File: src/rtl/stream_sched_pkg.sv
// stream_sched_pkg: shared types for the packet-level QoS stream scheduler
package stream_sched_pkg;
    typedef enum logic {ARB, XFER} state_e;
endpackage

File: src/rtl/stream_qos_pick.sv
// stream_qos_pick: combinational winner select; urgency first, then highest QoS,
// then first candidate at or after the round-robin pointer
module stream_qos_pick #(
    parameter int STREAM_COUNT = 4,
    parameter int T_QOS__WIDTH = 4,
    parameter int T_ID___WIDTH = $clog2(STREAM_COUNT)
) (
    input  logic [STREAM_COUNT-1:0]              valid_i,
    input  logic [STREAM_COUNT*T_QOS__WIDTH-1:0] qos_i,
    input  logic [STREAM_COUNT-1:0]              urgent_i,
    input  logic [T_ID___WIDTH-1:0]              rr_ptr_i,
    output logic [T_ID___WIDTH-1:0]              winner_o,
    output logic                                 any_valid_o
);
    localparam logic [T_ID___WIDTH:0] COUNT = (T_ID___WIDTH+1)'(STREAM_COUNT);

    logic [T_QOS__WIDTH-1:0] qos_a [STREAM_COUNT];
    logic [STREAM_COUNT-1:0] cand;
    logic [T_QOS__WIDTH-1:0] max_qos;
    logic [T_ID___WIDTH:0]   sum;
    logic [T_ID___WIDTH-1:0] idx;
    logic                    found;

    always_comb begin
        cand    = |(valid_i & urgent_i) ? (valid_i & urgent_i) : valid_i;
        max_qos = '0;
        for (int i = 0; i < STREAM_COUNT; i++) begin
            qos_a[i] = qos_i[i*T_QOS__WIDTH +: T_QOS__WIDTH];
            if (cand[i] && qos_a[i] > max_qos) max_qos = qos_a[i];
        end
        winner_o = '0;
        found    = 1'b0;
        sum      = '0;
        idx      = '0;
        // Walk from rr_ptr with wrap; the first max-QoS candidate wins
        for (int i = 0; i < STREAM_COUNT; i++) begin
            sum = {1'b0, rr_ptr_i} + (T_ID___WIDTH+1)'(i);
            idx = (sum >= COUNT) ? T_ID___WIDTH'(sum - COUNT) : sum[T_ID___WIDTH-1:0];
            if (!found && cand[idx] && qos_a[idx] == max_qos) begin
                winner_o = idx;
                found    = 1'b1;
            end
        end
        any_valid_o = |valid_i;
    end
endmodule

File: src/rtl/stream_qos_scheduler.sv
// stream_qos_scheduler: packet-level N:1 scheduler with QoS priority, round-robin
// tie-break and starvation aging, forwarding beats through a one-deep output register
module stream_qos_scheduler
    import stream_sched_pkg::*;
#(
    parameter int T_DATA_WIDTH = 8,
    parameter int T_QOS__WIDTH = 4,
    parameter int STREAM_COUNT = 4,
    parameter int T_ID___WIDTH = $clog2(STREAM_COUNT),
    parameter int AGE_WIDTH    = 3
) (
    input  logic                                 clk_i,
    input  logic                                 rst_i,
    input  logic [STREAM_COUNT*T_DATA_WIDTH-1:0] s_data_i,
    input  logic [STREAM_COUNT*T_QOS__WIDTH-1:0] s_qos_i,
    input  logic [STREAM_COUNT-1:0]              s_last_i,
    input  logic [STREAM_COUNT-1:0]              s_valid_i,
    output logic [STREAM_COUNT-1:0]              s_ready_o,
    output logic [T_DATA_WIDTH-1:0]              m_data_o,
    output logic [T_QOS__WIDTH-1:0]              m_qos_o,
    output logic [T_ID___WIDTH-1:0]              m_id_o,
    output logic                                 m_last_o,
    output logic                                 m_valid_o,
    input  logic                                 m_ready_i
);
    localparam logic [AGE_WIDTH-1:0]    AGE_MAX = '1;
    localparam logic [T_ID___WIDTH-1:0] LAST_ID = T_ID___WIDTH'(STREAM_COUNT - 1);

    state_e                  state_q, state_d;
    logic [T_ID___WIDTH-1:0] grant_q, grant_d, rr_ptr_q, rr_ptr_d, winner;
    logic [T_QOS__WIDTH-1:0] pkt_qos_q, pkt_qos_d;
    logic [AGE_WIDTH-1:0]    age_q [STREAM_COUNT];
    logic [AGE_WIDTH-1:0]    age_d [STREAM_COUNT];
    logic [T_DATA_WIDTH-1:0] m_data_q, m_data_d;
    logic [T_QOS__WIDTH-1:0] m_qos_q, m_qos_d;
    logic [T_ID___WIDTH-1:0] m_id_q, m_id_d;
    logic                    m_last_q, m_last_d, m_valid_q, m_valid_d;
    logic [T_DATA_WIDTH-1:0] data_a [STREAM_COUNT];
    logic [T_QOS__WIDTH-1:0] qos_a  [STREAM_COUNT];
    logic [STREAM_COUNT-1:0] urgent;
    logic                    any_valid, slot_free, accept;

    always_comb begin
        for (int i = 0; i < STREAM_COUNT; i++) begin
            data_a[i] = s_data_i[i*T_DATA_WIDTH +: T_DATA_WIDTH];
            qos_a[i]  = s_qos_i[i*T_QOS__WIDTH +: T_QOS__WIDTH];
            urgent[i] = age_q[i] == AGE_MAX;
        end
    end

    stream_qos_pick #(
        .STREAM_COUNT(STREAM_COUNT),
        .T_QOS__WIDTH(T_QOS__WIDTH),
        .T_ID___WIDTH(T_ID___WIDTH)
    ) u_pick (
        .valid_i    (s_valid_i),
        .qos_i      (s_qos_i),
        .urgent_i   (urgent),
        .rr_ptr_i   (rr_ptr_q),
        .winner_o   (winner),
        .any_valid_o(any_valid)
    );

    always_comb begin
        state_d   = state_q;
        grant_d   = grant_q;
        rr_ptr_d  = rr_ptr_q;
        pkt_qos_d = pkt_qos_q;
        age_d     = age_q;
        m_data_d  = m_data_q;
        m_qos_d   = m_qos_q;
        m_id_d    = m_id_q;
        m_last_d  = m_last_q;
        m_valid_d = m_valid_q;
        slot_free = !m_valid_q || m_ready_i;
        s_ready_o = '0;
        if (state_q == XFER) s_ready_o[grant_q] = slot_free;
        accept = s_valid_i[grant_q] && s_ready_o[grant_q];
        if (state_q == ARB && any_valid) begin
            state_d   = XFER;
            grant_d   = winner;
            pkt_qos_d = qos_a[winner];
            // Losers that were waiting get older; idle streams keep their age
            for (int i = 0; i < STREAM_COUNT; i++)
                if (s_valid_i[i])
                    age_d[i] = (T_ID___WIDTH'(i) == winner) ? '0 :
                               (age_q[i] == AGE_MAX) ? AGE_MAX : age_q[i] + 1'b1;
        end
        if (accept) begin
            m_data_d  = data_a[grant_q];
            m_last_d  = s_last_i[grant_q];
            m_id_d    = grant_q;
            m_qos_d   = pkt_qos_q;
            m_valid_d = 1'b1;
            if (s_last_i[grant_q]) begin
                state_d  = ARB;
                rr_ptr_d = (grant_q == LAST_ID) ? '0 : grant_q + 1'b1;
            end
        end else if (m_valid_q && m_ready_i) begin
            m_valid_d = 1'b0;
        end
    end

    always_ff @(posedge clk_i) begin
        if (rst_i) begin
            state_q   <= ARB;
            grant_q   <= '0;
            rr_ptr_q  <= '0;
            pkt_qos_q <= '0;
            age_q     <= '{default: '0};
            m_data_q  <= '0;
            m_qos_q   <= '0;
            m_id_q    <= '0;
            m_last_q  <= 1'b0;
            m_valid_q <= 1'b0;
        end else begin
            state_q   <= state_d;
            grant_q   <= grant_d;
            rr_ptr_q  <= rr_ptr_d;
            pkt_qos_q <= pkt_qos_d;
            age_q     <= age_d;
            m_data_q  <= m_data_d;
            m_qos_q   <= m_qos_d;
            m_id_q    <= m_id_d;
            m_last_q  <= m_last_d;
            m_valid_q <= m_valid_d;
        end
    end

    assign m_data_o  = m_data_q;
    assign m_qos_o   = m_qos_q;
    assign m_id_o    = m_id_q;
    assign m_last_o  = m_last_q;
    assign m_valid_o = m_valid_q;
endmodule

File: config.mk
export PLATFORM = sky130hd
export DESIGN_NAME = stream_qos_scheduler
export DESIGN_NICKNAME = d
export VERILOG_FILES = /design/src/rtl/stream_sched_pkg.sv /design/src/rtl/stream_qos_pick.sv /design/src/rtl/stream_qos_scheduler.sv
export SDC_FILE = /design/constraint.sdc
export NUM_CORES = 1
export LEC_CHECK = 0
export ABC_AREA = 1
export ABC_CLOCK_PERIOD_IN_PS = 5900
export CORE_MARGIN = 10
export CORE_UTILIZATION = 47
export DETAILED_ROUTE_END_ITERATION = 7
export GPL_TIMING_DRIVEN = 0
export PLACE_DENSITY = 0.78
export SYNTH_ARGS = -nofsm -noshare
export SYNTH_HDL_FRONTEND = slang
export SYNTH_HIERARCHICAL = 1
export SYNTH_SLANG_ARGS = --single-unit
File: constraint.sdc
create_clock -name clk_i -period 5.9 [get_ports clk_i]
set_input_delay 0.59 -clock clk_i [delete_from_list [all_inputs] [get_ports clk_i]]
set_output_delay 0.59 -clock clk_i [all_outputs]
set_load 0.02 [all_outputs]
==> results of run 1 <==
[report_power, final]
| part | switching (mW) | total [mW] | internal [mW] |
|---|---|---|---|
| registers | 0.0327 | 0.332 | 0.299 |
| logic | 0.635 | 1.05 | 0.415 |
| clock network | 0.0943 | 0.232 | 0.137 |
| total | 0.762 | 1.61 | 0.851 |
[metal layers]
| layer | vias up | global-route usage | part of all wire | wire [um] |
|---|---|---|---|---|
| met5 | - | 0 | 0 | 0 |
| met4 | 0 | 0.0452 | 0.028 | 381 |
| li1 | 2277 | - | - | - |
| met3 | 50 | 0.0271 | 0.064 | 876 |
| met2 | 205 | 0.350 | 0.50 | 6910 |
| met1 | 2197 | 0.254 | 0.41 | 5600 |
[final timing paths]
check	to	slack, ps	cells past startpoint
worst max-delay path	age_q[11]	-80	49
worst min-delay path	m_last_o	460	2
worst max register to register	age_q[11]	-80	49
worst min register to register	m_last_o	460	2
[critical path: cells and delay by family (launching register included)]
kind,cells,cell delay [ps]
simple gates,33,3290
flops,1,330
buf+inv,7,570
compound gates,5,600
fa+ha+maj,4,1060
[cell families after synthesis]
group | count (synthesis)
AO/OA/AOI/OAI | 122
XOR/XNOR | 1
adder cells (fa/ha/maj) | 20
buffers and inverters | 105
flip-flops | 37
AND/OR/NAND/NOR | 348
[layout by cell type (no fill, tap or decap), drive strengths merged]
cell           count
a22oi             11
or4                1
buf               41
dlymetal6s2s       4
bufinv             1
dfxtp             37
nand3b             8
and2               2
a41oi              3
clkbuf            17
xor2               1
a21oi             16
o22ai              8
a31oi              1
dlygate4sd2        2
nor2              99
clkdlybuf4s50     69
nand3             52
or2                4
inv               84
and3               1
o21bai             1
clkinv             1
ha                20
o21ai             82
nand2            177
nand4              2
clkinvlp           1
nor3               2
[area by class of cell]
type                            instances  area [sq um]  share of cell area
Buffer                                 20           119              0.0214
Clock inverter                          2          37.5             0.00675
Inverter                               85           337              0.0605
Sequential cell                        37           752               0.135
Clock buffer                            6          82.6              0.0149
Multi-Input combinational cell        491          3090               0.556
Tap cell                              102           128              0.0230
Timing Repair Buffer                  107          1020               0.183
[registers in the layout (all words and copies together) (netlist names)]
name / flops
rr_ptr_q: 2
m_valid_o: 1
age_q: 12
m_data_o: 8
m_last_o: 1
state_q: 1
grant_q: 2
m_id_o: 2
pkt_qos_q: 4
m_qos_o: 4
[what timing repair did]
item                                    4_1_cts  5_1_grt
hold endpoints to repair                      0        0
gates resized for setup                      38      125
setup buffers                                13       17
hold buffers                                  0        0
pin swaps                                    15       45
endpoints found under the setup margin       18       18
[metrics by stage]
| stage | setup TNS [ps] | setup WS, ps | instances | area (sq um) | util |
|---|---|---|---|---|---|
| floorplan | 0 | 302 | 633 | 3710 | - |
| global placement | -17070 | -1120 | 812 | 4610 | 0.600 |
| detailed placement | -19240 | -1250 | 812 | 4610 | 0.600 |
| CTS | 0 | 11.7 | 833 | 4960 | 0.646 |
| global route | -3960 | -337 | 850 | 5560 | 0.723 |
| finish | -335 | -77.5 | 850 | 5560 | 0.723 |
==> flow_summary.toml, run 1 <==
[status]
status = "complete, but fails checks"
violations = "setup timing"

[floorplanning]
rows = 32
pin_count = 79
die_w_um = 109
die-area_sq_um = 11900
die_y_um = 109
core_sq_um = 7690
start_util = 0.483

[synthesis]
synth_top_family_by_area = "simple AND/OR/NAND/NOR gates"
syn_area_per_cell_sq_um = 5.86
yosysUniqueCellTypes = 40
synth.most_common_cell = "nand2_1"
synthAdderAreaFrac = 0.0674
synth.area.mux_share = 0
synth_compound_area_frac = 0.184
synthXorXnorAreaFrac = 0.00438
syn_inst = 633
synth_seq_area_share = 0.200
synth_edf_count = 0
yosys.area_share.simple = 0.424
synth_top_area_share = 0.200
ys_ff_latch = 37
netlist_top_cells_area = "dfxtp_1 (20%), nand2_1 (16%), o21ai_0 (10%)"
yosysWarnings = 6
synth_area_sq_um = 3710
ys_top_cells_by_count = "nand2_1 (160), nor2_1 (91), o21ai_0 (76)"
synth_top_cell_by_area = "dfxtp_1"
ys_async_sr_fraction = 0
synth_ff_type = "dfxtp_1"
syn_nets = 712

[route]
detail-route-antenna-nets = 0
vias_per_cell = 5.56
wire_per_inst_um = 16.2
vias = 4729
first_pass_iters = 5
dr.first_iter.drc_count = 443
drt-total-wl_mm = 13.8
drc = 0

[clock_network]
clk_latency_ps = 290
cts_tree = "done"
cts_root_buf = "clkbuf_8"
cts.sinks = 37
cts_htree_levels = 2
cts_max_path_buffers = 2
numCtsBuffers = 5
clkTransAtPathRegs_ps = 80

[sta]
finalSetupViolCount = 9
slew_viol_final = 0
hold_ws_ps = 461
worst_pin_slew_ps = 541
post-route-period-util = 1.01
hold_viol_final = 0
worst_slack_ps = -77.5
clock-skew-final_ps = 7.63
rsz0062_at_grt = "true"
fin_crit_ps = 5980
fmax_ghz = 0.167
slew_headroom = 0.636

[placement]
gp_congestion = 0.970
io_buffers = 77
hpwlAfterDp_mm = 9.65

[critical_path]
slowest_delay_ps = 330
cp-end-kind = "flip-flop"
r2r-start = "age_q[3]"
cp_common_cell = "nand2_2"
worstSetupPathType = "reg -> reg"
path_max_fanout = 6
crit_path_top_delay_cell = "dfxtp_2"
cp.required_ps = 6070
worstSetupStartpointType = "flip-flop"
crit_path_start = "age_q[3]"
arrival_ps = 6140

[finish]
nets = 826
nFillCells = 625
layout-drive-gt1-share = 0.275
antenna_cells = 0
area_growth_pct = 49.8

[pwr]
ir_worst_vdd_mv = 0.199
total_power_mw = 1.61
power_density_nw_per_um2 = 290
p_leak_nw = 2.62

[worst_hold_path]
min_path_type = "reg -> reg"
hold_start = "m_last_o"

[grt]
grt_usage = 0.200
grt_max_degree = 13
overflow = 0
grt_pass1_vias = 4111
antenna_found_initial = 0
grt_first_pass_wirelength_mm = 19.5

[run]
max_cap_viol_count = 0
No activity file was read; power rests on OpenSTA's default activity.
==> run 2: changes to the inputs <==
--- a/config.mk
+++ b/config.mk
@@ -12,6 +12,7 @@
 export DETAILED_ROUTE_END_ITERATION = 7
 export GPL_TIMING_DRIVEN = 0
 export PLACE_DENSITY = 0.78
+export REMOVE_ABC_BUFFERS = 1
 export SYNTH_ARGS = -nofsm -noshare
 export SYNTH_HDL_FRONTEND = slang
 export SYNTH_HIERARCHICAL = 1
==> flow_summary.toml, run 2 (synthesis gave the netlist of run 1 again) <==
[clock_network]
cts_max_path_buffers = 2
cts_hold_buf = 0
cts_tree = "done"
cts_root_buf = "clkbuf_8"
clkTransAtPathRegs_ps = 70
cts_htree_levels = 2
clk_latency_ps = 290
numCtsBuffers = 5
cts.sinks = 37

[critical_path]
arrival_ps = 6130
path_max_fanout = 6
worstSetupStartpointType = "flip-flop"
slowest_delay_ps = 360
cp.required_ps = 6040
crit_path_top_delay_cell = "dfxtp_4"
cp-end-kind = "flip-flop"
crit_family = "simple AND/OR/NAND/NOR gates"
worstSetupPathType = "reg -> reg"
path_buf_inv = 7

[finish]
largest_reg_flops = 12
nFillCells = 587
final_cell_mix = "nand2_1 (120), nor2_1 (80), o21ai_0 (75)"
area_growth_pct = 48.7
final_common_cell = "nand2_1"
regMostFlops = "age_q"
nets = 803
layout-drive-gt1-share = 0.268
antenna_cells = 0

[sta]
slew_headroom = 0.260
slew_viol_final = 0
worst_pin_slew_ps = 1110
fin_crit_ps = 5990
post-route-period-util = 1.01
hold_ws_ps = 469
clock-skew-final_ps = 5.18
fin_tns_setup_ps = -215
fmax_ghz = 0.167
finalSetupViolCount = 8
worst_slack_ps = -86.1
rsz0062_at_grt = "true"
hold_viol_final = 0

[pwr]
ir_worst_vdd_mv = 0.161
total_power_mw = 1.56
p_leak_nw = 2.56
power_density_nw_per_um2 = 283

[placement]
io_buffers = 78
gp_congestion = 0.890
hpwlAfterDp_mm = 8.76

[route]
vias = 4522
dr.first_iter.drc_count = 359
first_pass_iters = 5
wire_per_inst_um = 15.6
drt-total-wl_mm = 12.9
drc = 0
detail-route-antenna-nets = 0
vias_per_cell = 5.47

[grt]
grt_pass1_vias = 4042
overflow = 0
grt_first_pass_wirelength_mm = 18.7
grt_usage = 0.190
grt_max_degree = 38
antenna_found_initial = 0

[run]
max_cap_viol_count = 0

[floorplanning]
start_util = 0.483
die-area_sq_um = 11900
die_w_um = 109
die_y_um = 109
core_sq_um = 7690
rows = 32
pin_count = 79

[worst_hold_path]
min_path_type = "reg -> reg"

[status]
violations = "setup timing"
status = "complete, but fails checks"
-- run 2: cell types whose count changed in the layout (fill, tap and decap cells not counted), moves of 3 or more --
cell      previous run  this run
nand2_4             22        25
ha_4                10        13
buf_2                7         0
inv_2               13        16
nand3_2             18        13
a21oi_1              9        12
a21oi_2              5         2
nand2_1            123       120
buf_4               25        20
clkbuf_1             9         1
nand3_4              8        13
-- run 2: path summary, 6_finish.rpt --
check                 start        end  slack [ps]  cells after the start
setup / recovery   age_q[9]  age_q[11]         -90                     50
hold / removal    m_id_o[1]  m_id_o[1]         470                      2
setup reg to reg   age_q[9]  age_q[11]         -90                     50
hold reg to reg   m_id_o[1]  m_id_o[1]         470                      2
-- run 2: repair_timing --
item | CTS | global route
resized for setup | 50 | 128
pin swaps | 16 | 69
buffers inserted | 13 | 13
cloned | 0 | 0
endpoints found under the setup margin | 18 | 18
-- run 2: tightest hold or removal path, delay by kind of cell (launching register included) --
| kind | cells | cell delay [ps] |
|---|---|---|
| AOI/OAI and AO/OA | 1 | 50 |
| and+or+nand+nor | 1 | 60 |
| DFF | 1 | 310 |
-- run 2: layout make-up --
| type | instances | area (sq um) | area share |
|---|---|---|---|
| Multi-Input combinational cell | 491 | 3200 | 0.579 |
| Timing Repair Buffer | 104 | 996 | 0.180 |
| Sequential cell | 37 | 751 | 0.136 |
| Inverter | 85 | 334 | 0.0605 |
| Tap cell | 102 | 128 | 0.0231 |
| Clock buffer | 7 | 86.3 | 0.0156 |
| Clock inverter | 1 | 30.0 | 0.00544 |
-- run 2: per-layer routing --
layer,GRT usage,vias up,part of all wire
met5,0,-,0
met4,0.0414,0,0.015
met3,0.0354,20,0.064
met2,0.320,172,0.48
met1,0.247,2099,0.44
li1,-,2231,-
-- run 2: power breakdown --
group	switching, mW	leakage, nW	internal (mW)
Clock	0.0872	0.0585	0.138
Combinational	0.588	2.19	0.389
Sequential	0.0616	0.306	0.299
Total	0.737	2.56	0.825
-- run 2: through the flow --
stage	std cells	worst slack [ps]	utilization	area [sq um]
final	827	-86.1	0.718	5520
after global routing	827	-512	0.718	5520
after CTS	814	1.49	0.636	4890
after detailed placement	793	-1280	0.586	4500
after global placement	793	-1080	0.586	4500
after floorplan	613	307	-	3590
